==> src/rtl/mips_pipe_pkg.sv <==
// Purpose : Shared constants and types for the IF/ID boundary.
//           MIPS instruction field positions, the NOP encoding, and the decoded-field bundle
//           together with a helper that slices an instruction into that bundle.
// Ports   : none (package).
package mips_pipe_pkg;

  localparam int unsigned MIPS_INST_W = 32;

  // Field positions within a 32-bit MIPS instruction
  localparam int unsigned OP_HI    = 31;
  localparam int unsigned OP_LO    = 26;
  localparam int unsigned RS_HI    = 25;
  localparam int unsigned RS_LO    = 21;
  localparam int unsigned RT_HI    = 20;
  localparam int unsigned RT_LO    = 16;
  localparam int unsigned RD_HI    = 15;
  localparam int unsigned RD_LO    = 11;
  localparam int unsigned SHAMT_HI = 10;
  localparam int unsigned SHAMT_LO = 6;
  localparam int unsigned FUNCT_HI = 5;
  localparam int unsigned FUNCT_LO = 0;
  localparam int unsigned IMM_HI   = 15;
  localparam int unsigned IMM_LO   = 0;
  localparam int unsigned JADR_HI  = 25;
  localparam int unsigned JADR_LO  = 0;
  // FP (COP1) view reuses the integer positions
  localparam int unsigned FMT_HI   = RS_HI;
  localparam int unsigned FMT_LO   = RS_LO;
  localparam int unsigned FS_HI    = RD_HI;
  localparam int unsigned FS_LO    = RD_LO;
  localparam int unsigned FD_HI    = SHAMT_HI;
  localparam int unsigned FD_LO    = SHAMT_LO;

  // sll $0,$0,0
  localparam logic [MIPS_INST_W-1:0] NOP_INST = 32'h0000_0000;

  // Decoded-field widths
  localparam int unsigned OP_W    = 6;
  localparam int unsigned REG_W   = 5;
  localparam int unsigned FUNCT_W = 6;
  localparam int unsigned IMM_W   = 16;
  localparam int unsigned JADR_W  = 26;

  typedef struct packed {
    logic [OP_W-1:0]    op;
    logic [REG_W-1:0]   rs;
    logic [REG_W-1:0]   rt;
    logic [REG_W-1:0]   rd;
    logic [REG_W-1:0]   shamt;
    logic [FUNCT_W-1:0] funct;
    logic [IMM_W-1:0]   imm;
    logic [JADR_W-1:0]  jadr;
    logic [REG_W-1:0]   fmt;
    logic [REG_W-1:0]   fs;
    logic [REG_W-1:0]   fd;
  } id_fields_t;

  function automatic id_fields_t decode_inst(input logic [MIPS_INST_W-1:0] inst);
    id_fields_t d;
    d.op    = inst[OP_HI:OP_LO];
    d.rs    = inst[RS_HI:RS_LO];
    d.rt    = inst[RT_HI:RT_LO];
    d.rd    = inst[RD_HI:RD_LO];
    d.shamt = inst[SHAMT_HI:SHAMT_LO];
    d.funct = inst[FUNCT_HI:FUNCT_LO];
    d.imm   = inst[IMM_HI:IMM_LO];
    d.jadr  = inst[JADR_HI:JADR_LO];
    d.fmt   = inst[FMT_HI:FMT_LO];
    d.fs    = inst[FS_HI:FS_LO];
    d.fd    = inst[FD_HI:FD_LO];
    return d;
  endfunction

endpackage

==> src/rtl/pipe_fifo_core.sv <==
// Purpose : DEPTH-entry elastic FIFO with valid/ready on both sides and a synchronous flush.
//           Storage is not reset; pointers and occupancy are.
// Ports   : Clk, Rst_n (async, active-low), In_valid/In_ready/In_data (write side),
//           Flush, Out_valid/Out_ready/Out_data (read side, head entry), Count (occupancy).
module pipe_fifo_core #(
  parameter int unsigned W      = 64,
  parameter int unsigned DEPTH  = 2,
  localparam int unsigned ADDR_W = $clog2(DEPTH)
) (
  input  logic              Clk,
  input  logic              Rst_n,
  input  logic              In_valid,
  output logic              In_ready,
  input  logic [W-1:0]      In_data,
  input  logic              Flush,
  output logic              Out_valid,
  input  logic              Out_ready,
  output logic [W-1:0]      Out_data,
  output logic [ADDR_W:0]   Count
);

  localparam logic [ADDR_W:0] FullCnt = (ADDR_W + 1)'(DEPTH);

  logic [W-1:0]      r_mem [DEPTH];
  logic [ADDR_W-1:0] r_wr_ptr;
  logic [ADDR_W-1:0] r_rd_ptr;
  logic [ADDR_W:0]   r_count;
  logic              w_push;
  logic              w_pop;

  // Ready depends on registered occupancy only, so a full buffer refuses a push
  // even in a cycle where the head is being popped.
  assign In_ready  = (r_count != FullCnt);
  assign Out_valid = (r_count != '0);
  assign Out_data  = r_mem[r_rd_ptr];
  assign Count     = r_count;

  assign w_push = In_valid & In_ready & ~Flush;
  assign w_pop  = Out_valid & Out_ready & ~Flush;

  always_ff @(posedge Clk) begin
    if (w_push) begin
      r_mem[r_wr_ptr] <= In_data;
    end
  end

  always_ff @(posedge Clk or negedge Rst_n) begin
    if (!Rst_n) begin
      r_wr_ptr <= '0;
      r_rd_ptr <= '0;
      r_count  <= '0;
    end else if (Flush) begin
      r_wr_ptr <= '0;
      r_rd_ptr <= '0;
      r_count  <= '0;
    end else begin
      // DEPTH is a power of two, so pointers wrap on plain overflow
      if (w_push) r_wr_ptr <= r_wr_ptr + ADDR_W'(1);
      if (w_pop)  r_rd_ptr <= r_rd_ptr + ADDR_W'(1);
      unique case ({w_push, w_pop})
        2'b10:   r_count <= r_count + (ADDR_W + 1)'(1);
        2'b01:   r_count <= r_count - (ADDR_W + 1)'(1);
        default: r_count <= r_count;
      endcase
    end
  end

endmodule

==> src/rtl/if_id_pipe_buf.sv <==
// Purpose : IF/ID boundary buffer. Holds instruction + PC+4 pairs from fetch in an elastic
//           FIFO and presents the head decoded into MIPS integer/FP fields for decode.
//           With the buffer empty every field output and PC_ID read as zero (a NOP).
//           Field slicing assumes INST_W = 32.
// Ports   : Clk, Rst_n (async, active-low); fetch side In_valid/In_ready/Inst/PC_4; Flush;
//           decode side Out_valid/Out_ready and decoded fields Op_code..Fd, PC_ID; Count.
module if_id_pipe_buf
  import mips_pipe_pkg::*;
#(
  parameter int unsigned INST_W = 32,
  parameter int unsigned PC_W   = 32,
  parameter int unsigned DEPTH  = 2,
  localparam int unsigned ADDR_W = $clog2(DEPTH)
) (
  input  logic                Clk,
  input  logic                Rst_n,
  input  logic                In_valid,
  output logic                In_ready,
  input  logic [INST_W-1:0]   Inst,
  input  logic [PC_W-1:0]     PC_4,
  input  logic                Flush,
  output logic                Out_valid,
  input  logic                Out_ready,
  output logic [OP_W-1:0]     Op_code,
  output logic [REG_W-1:0]    Rs_ID,
  output logic [REG_W-1:0]    Rt_ID,
  output logic [REG_W-1:0]    Rd_ID,
  output logic [REG_W-1:0]    Shamt_ID,
  output logic [FUNCT_W-1:0]  Funct_ID,
  output logic [IMM_W-1:0]    Imm16_ID,
  output logic [JADR_W-1:0]   Jmp_Adrs_ID,
  output logic [REG_W-1:0]    Fmt,
  output logic [REG_W-1:0]    Fs,
  output logic [REG_W-1:0]    Fd,
  output logic [PC_W-1:0]     PC_ID,
  output logic [ADDR_W:0]     Count
);

  localparam int unsigned DataW = INST_W + PC_W;

  logic [DataW-1:0]  w_head;
  logic              w_out_valid;
  logic [INST_W-1:0] w_inst;
  id_fields_t        w_fields;

  pipe_fifo_core #(
    .W     (DataW),
    .DEPTH (DEPTH)
  ) u_core (
    .Clk       (Clk),
    .Rst_n     (Rst_n),
    .In_valid  (In_valid),
    .In_ready  (In_ready),
    .In_data   ({Inst, PC_4}),
    .Flush     (Flush),
    .Out_valid (w_out_valid),
    .Out_ready (Out_ready),
    .Out_data  (w_head),
    .Count     (Count)
  );

  assign Out_valid = w_out_valid;

  // Empty buffer presents a NOP so ID never decodes stale storage
  always_comb begin
    w_inst   = w_out_valid ? w_head[DataW-1:PC_W] : NOP_INST;
    w_fields = decode_inst(w_inst);
    PC_ID    = w_out_valid ? w_head[PC_W-1:0] : '0;
  end

  assign Op_code     = w_fields.op;
  assign Rs_ID       = w_fields.rs;
  assign Rt_ID       = w_fields.rt;
  assign Rd_ID       = w_fields.rd;
  assign Shamt_ID    = w_fields.shamt;
  assign Funct_ID    = w_fields.funct;
  assign Imm16_ID    = w_fields.imm;
  assign Jmp_Adrs_ID = w_fields.jadr;
  assign Fmt         = w_fields.fmt;
  assign Fs          = w_fields.fs;
  assign Fd          = w_fields.fd;

endmodule

==> config.mk <==
export PLATFORM = sky130hd
export DESIGN_NAME = if_id_pipe_buf
export DESIGN_NICKNAME = d
export VERILOG_FILES = /design/src/rtl/mips_pipe_pkg.sv /design/src/rtl/pipe_fifo_core.sv /design/src/rtl/if_id_pipe_buf.sv
export SDC_FILE = /design/constraint.sdc
export NUM_CORES = 1
export LEC_CHECK = 0
export CAP_MARGIN = 15
export CORE_MARGIN = 1
export CORE_UTILIZATION = 39
export CTS_CLUSTER_SIZE = 14
export DETAILED_ROUTE_END_ITERATION = 10
export PLACE_DENSITY = 0.73
export SYNTH_ARGS = -nofsm -noshare
export SYNTH_HDL_FRONTEND = slang
export SYNTH_HIERARCHICAL = 1
export SYNTH_SLANG_ARGS = --single-unit
==> constraint.sdc <==
create_clock -name Clk -period 7.2 [get_ports Clk]
set_clock_uncertainty 0.05 [all_clocks]
set_input_delay 1.8 -clock Clk [delete_from_list [all_inputs] [get_ports Clk]]
set_output_delay 1.8 -clock Clk [all_outputs]
set_load 0.02 [all_outputs]
==> impl_metrics.tcl, run 1 <==
set metrics [dict create \
    hold_class "flip-flop to flip-flop" \
    end_kind "output port" \
    cts_root_buf "clkbuf_16" \
    io_pins 194 \
    grt_pass1_wl_um 16000 \
    clkTransAtPathRegs_ns 0.05 \
    syn-instance-count 352 \
    yosys_warnings 6 \
    grt.overflow.total 0 \
    outcome "completed" \
    clk_latency_ns 0.41 \
    use_met2_pct 24.6 \
    gp_congestion 0.669 \
    seq_power_share_pct 43.6 \
    clkPwrFrac_pct 39.9 \
    syn_area_per_cell_sq_um 16.4 \
    combPwrFrac_pct 16.5 \
    routed_wirelength_um 10600 \
    pre_cts_ws_ns 2.75 \
    r2r_start "u_core/Count[1]" \
    final_common_cell "clkdlybuf4s50_1" \
    chipHeight_um 124 \
    cp-startpoint "u_core/r_rd_ptr" \
    initial_core_util_pct 39.9 \
    die_w_um 124 \
    layout-drive-gt1-share_pct 32.7 \
    worstMarginPinSlew_ns 1.00 \
    num_antenna_cells 0 \
    multiInputGateArea_sq_um 1340 \
    yosysSeqAreaShare_pct 68.2 \
    fin_crit_ns 4.83 \
    setup-tns-final_ns 0 \
    row_count 44 \
    setup_violations 0 \
    syn_nets 421 \
    grt_max_degree 66 \
    area_growth_pct 39.0 \
    cp_max_fo 33 \
    synthDistinctLibCells 23 \
    firstDrtPassIters 4 \
    cp_slowest_cell "dfrtp_2" \
    max_slew_margin_pct 33.3 \
    port_buffers 193 \
    p_sw_uw 477 \
    hpwl_um 6710 \
    nets 566 \
    clock.fmax_mhz 207 \
    swShare_pct 23.4 \
    drv_slew 0 \
    netlist_area_sq_um 5780 \
    regArea_sq_um 3950 \
    grt_pass1_vias 3215 \
    p_int_mw 1.56 \
    top_usage_layer "met2" \
    num_vias 3181 \
    ant_nets 0 \
    cts_buffer_depth 2 \
    post_cts_resize_count 0 \
    path_cells "buf_4 > mux2_2 > and2_2 > clkdlybuf4s50_1" \
    path_class "flip-flop to output port" \
    h-tree-depth 4 \
    fp.coreArea_sq_um 14500 \
    drv_cap 0 \
    antenna_found_initial 0 \
    setup_ws_ns 2.37 \
    period_share_pct 67.1 \
    holdCritStartpoint "u_core/r_wr_ptr" \
    gr-usage-all-layers_pct 14.3 \
    die-area_sq_um 15300 \
    max_stage_delay_ns 0.85 \
    wl_per_cell_um 15.2 \
    num-fill-cells 1131 \
    mostFrequentLayoutCells "193 x clkdlybuf4s50_1, 128 x edfxtp_1, 64 x and2_2, 64 x mux2_2, 17 x clkbuf_16" \
    numCtsBuffers 17 \
    first_iter_violations 128 \
    cts_setup_buffers 0 \
    ys_ff_latch 132 \
    required_ns 5.35 \
    postCtsHoldBufs 0 \
    cts.sinks 132 \
    p_leak_nw 2.73 \
    via_per_inst 4.58 \
    irDropWorstVdd_mv 0.160 \
    arrival_ns 2.98 \
    crit_buf_inv 2 \
    route.detailed.drc 0 \
    finalHoldViolations 0 \
    cp-start-kind "flip-flop" \
    cts_tree "yes" \
    power_density_nw_per_um2 253 \
    met1_usage_pct 16.2 \
    grt_util_met3_pct 4.40 \
    rsz0062_at_grt "no" \
    reg2reg_slack_ns 5.02 \
    crit_family "buffers and inverters" \
]
==> final cells by class <==
type,instances,share of cell area [%]
sequential,132,49.1
timing repair buffer,196,24.3
multi-input combinational,148,16.6
clock buffer,17,5.29
tap,184,2.86
clock inverter,15,1.74
inverter,2,0.0934
==> layer usage <==
layer	part of all wire [%]	up-vias
met3	7.0	16
li1	-	1510
met1	40	1519
met2	51	136
met4	1.8	0
met5	0	-
==> cell families (layout without fill, tap and decap cells) <==
family	after synthesis	after routing	synth area share [%]
AO/OA/AOI/OAI	8	8	0.779
XOR/XNOR	1	1	0.152
buffers and inverters	72	230	8.87
flip-flops	132	132	68.2
multiplexers	65	65	12.6
AND/OR/NAND/NOR	74	74	9.35
==> power groups by stage <==
stage	combinational (mW)	sequential, mW	clock, mW
after detailed placement	0.339	0.905	0
final	0.336	0.889	0.812
after floorplan	0.212	0.900	0
after global routing	0.360	0.892	0.860
after CTS	0.341	0.889	0.830
after global placement	0.337	0.903	0
==> through the flow <==
stage                     hold slack, ns  area (sq um)  power, mW  util [%]  std cells
after floorplan                    0.479          5780       1.11         -        352
after global placement             0.509          7470       1.24      51.6        662
after detailed placement           0.531          7470       1.24      51.6        662
after CTS                          0.538          8040       2.06      55.5        694
after global routing               0.607          8040       2.11      55.5        694
final                              0.535          8040       2.04      55.5        694
==> final timing paths <==
kind                                       endpoint  depth (start not counted)
worst max register to register  u_core/r_mem[1][12]                          5
worst min-delay path                u_core/r_wr_ptr                          2
max in group asynchronous           u_core/r_rd_ptr                          1
worst max-delay path                       Rd_ID[1]                          4
min in group asynchronous           u_core/Count[1]                          1
worst min register to register      u_core/r_wr_ptr                          2
==> synth_stat cells <==
library cell / number / area share, %
a21o_1: 1 / 0.13
a21oi_1: 4 / 0.35
and2_2: 64 / 8.3
buf_2: 2 / 0.17
buf_4: 62 / 8.1
clkbuf_2: 6 / 0.52
dfrtp_1: 4 / 1.7
edfxtp_1: 128 / 66
inv_1: 1 / 0.065
inv_2: 1 / 0.065
mux2_2: 64 / 12
mux2i_1: 1 / 0.17
nand2_1: 1 / 0.065
nand3b_1: 1 / 0.13
nor2_1: 1 / 0.065
nor2b_1: 1 / 0.11
nor3_1: 1 / 0.086
nor3b_1: 2 / 0.26
o211ai_1: 1 / 0.13
o21ai_0: 2 / 0.17
or2_2: 2 / 0.22
or3_1: 1 / 0.11
xor2_1: 1 / 0.15
==> worst reg2reg max path: cells and delay by family, from the launching register on <==
family	cells	cell delay, ns
AND/OR/NAND/NOR	3	0.47
flip-flops	1	0.44
buffers and inverters	2	0.80
==> state kept, by name, indices dropped and copies added (netlist names) <==
| register | count |
|---|---|
| u_core/r_rd_ptr | 1 |
| u_core/r_mem | 128 |
| u_core/Count | 2 |
| u_core/r_wr_ptr | 1 |
Power figures use the tool's default switching activity.
==> run 2: changes to the inputs <==
- clock period: 7.2 -> 4.7 ns (I/O delays scaled with it)
==> impl_metrics.tcl, run 2 (synthesis results as in run 1) <==
set metrics [dict create \
    final_cell_area_sq_um 8040 \
    cp_slowest_cell "or2_2" \
    io_pins 194 \
    clk_latency_ns 0.40 \
    hpwl_um 6750 \
    period_share_pct 82.7 \
    outcome "completed" \
    power_density_nw_per_um2 384 \
    path_class "flip-flop to output port" \
    area_growth_pct 39.0 \
    antenna_found_initial 0 \
    grt_pass1_vias 3242 \
    finalHoldViolations 0 \
    postCtsHoldBufs 0 \
    cp-start-kind "flip-flop" \
    row_count 44 \
    cp_max_fo 65 \
    post_cts_resize_count 0 \
    wl_per_cell_um 15.2 \
    port_buffers 193 \
    setup-tns-final_ns 0 \
    initial_core_util_pct 39.9 \
    drv_slew 0 \
    placed_cells_incl_taps 663 \
    clkTransAtPathRegs_ns 0.05 \
    firstDrtPassIters 4 \
    utilization_pct 55.5 \
    h-tree-depth 4 \
    crit_buf_inv 1 \
    cts_tree "yes" \
    p_sw_uw 708 \
    clkPwrFrac_pct 39.2 \
    dpl_cell_area_sq_um 7490 \
    via_per_inst 4.59 \
    cts.sinks 132 \
    cts_setup_buffers 0 \
    mostFrequentLayoutCells "193 x clkdlybuf4s50_1, 128 x edfxtp_1, 64 x and2_2, 64 x mux2_2, 17 x clkbuf_16" \
    chipHeight_um 124 \
    num_antenna_cells 0 \
    final_cells 694 \
    hold_class "flip-flop to flip-flop" \
    final_common_cell "clkdlybuf4s50_1" \
    route.detailed.drc 0 \
    seq_power_share_pct 43.8 \
    p_leak_nw 2.73 \
    grt_max_degree 66 \
    rsz0062_at_grt "no" \
    first_iter_violations 142 \
    numCtsBuffers 17 \
    required_ns 3.47 \
    cts_root_buf "clkbuf_16" \
    ant_nets 0 \
    irDropWorstVdd_mv 0.229 \
    path_cells "or2_2 > and2_2 > clkdlybuf4s50_1" \
    layout-drive-gt1-share_pct 32.2 \
    grt_pass1_wl_um 16100 \
    end_kind "output port" \
    regMostFlops "u_core/r_mem" \
    num_vias 3183 \
    largest_reg_flops 128 \
    die-area_sq_um 15300 \
    p_int_mw 2.38 \
    grt.overflow.total 0 \
    die_w_um 124 \
    combPwrFrac_pct 17.0 \
    max_slew_margin_pct 35.0 \
    drv_cap 0 \
    gr-usage-all-layers_pct 14.3 \
    crit_family "simple AND/OR/NAND/NOR gates" \
    arrival_ns 2.66 \
    worstMarginPinSlew_ns 0.975 \
    max_stage_delay_ns 0.76 \
    gp_congestion 0.692 \
    clock.fmax_mhz 257 \
    nets 567 \
    setup_violations 0 \
    swShare_pct 22.9 \
    fin_crit_ns 3.89 \
    cts_buffer_depth 2 \
    fp.coreArea_sq_um 14500 \
    routed_wirelength_um 10500 \
]
## run 2: path summary, 6_finish.rpt
kind | startpoint | to | slack (ns) | cells past startpoint
max | u_core/Count[1] | Fmt[1] | 0.81 | 3
min | u_core/r_wr_ptr | u_core/r_wr_ptr | 0.59 | 2
max reg2reg | u_core/Count[1] | u_core/r_mem[1][18] | 2.44 | 5
min reg2reg | u_core/r_wr_ptr | u_core/r_wr_ptr | 0.59 | 2
max in group asynchronous | Rst_n | u_core/r_rd_ptr | 3.50 | 1
min in group asynchronous | Rst_n | u_core/Count[1] | 0.92 | 1
## run 2: area by class of cell
cell class	instances	area, sq um
Sequential cell	132	3950
Tap cell	184	230
Inverter	2	7.51
Multi-Input combinational cell	148	1350
Clock inverter	13	118
Fill cell	1129	6440
Timing Repair Buffer	197	1960
Clock buffer	18	429
## run 2: layer usage
| layer | part of all wire (%) | global-route usage (%) | vias to the layer above |
|---|---|---|---|
| met5 | 0 | 0 | - |
| met4 | 1.1 | 6.55 | 0 |
| met3 | 6.2 | 4.58 | 9 |
| met2 | 52 | 24.0 | 122 |
| met1 | 41 | 16.8 | 1544 |
| li1 | - | - | 1508 |
## run 2: worst min-delay path, stage by stage (launching register included)
cell and delay, ns:
dfrtp_1 0.42, o21ai_0 0.10, a21oi_1 0.07
## run 2: metrics by stage
step / setup slack [ns] / hold slack [ns] / power [mW]
CTS: 0.735 / 0.588 / 3.13
finish: 0.811 / 0.586 / 3.09
floorplan: 0.386 / 0.492 / 1.70
global placement: 1.21 / 0.551 / 1.90
detailed placement: 1.19 / 0.576 / 1.91
global route: 0.549 / 0.638 / 3.22
## run 2: power by group through the flow
stage / sequential, mW / combinational [mW] / clock [mW]
after floorplan: 1.38 / 0.325 / 0
after global placement: 1.37 / 0.528 / 0
after detailed placement: 1.38 / 0.532 / 0
after CTS: 1.35 / 0.535 / 1.25
after global routing: 1.36 / 0.566 / 1.29
final: 1.35 / 0.527 / 1.21
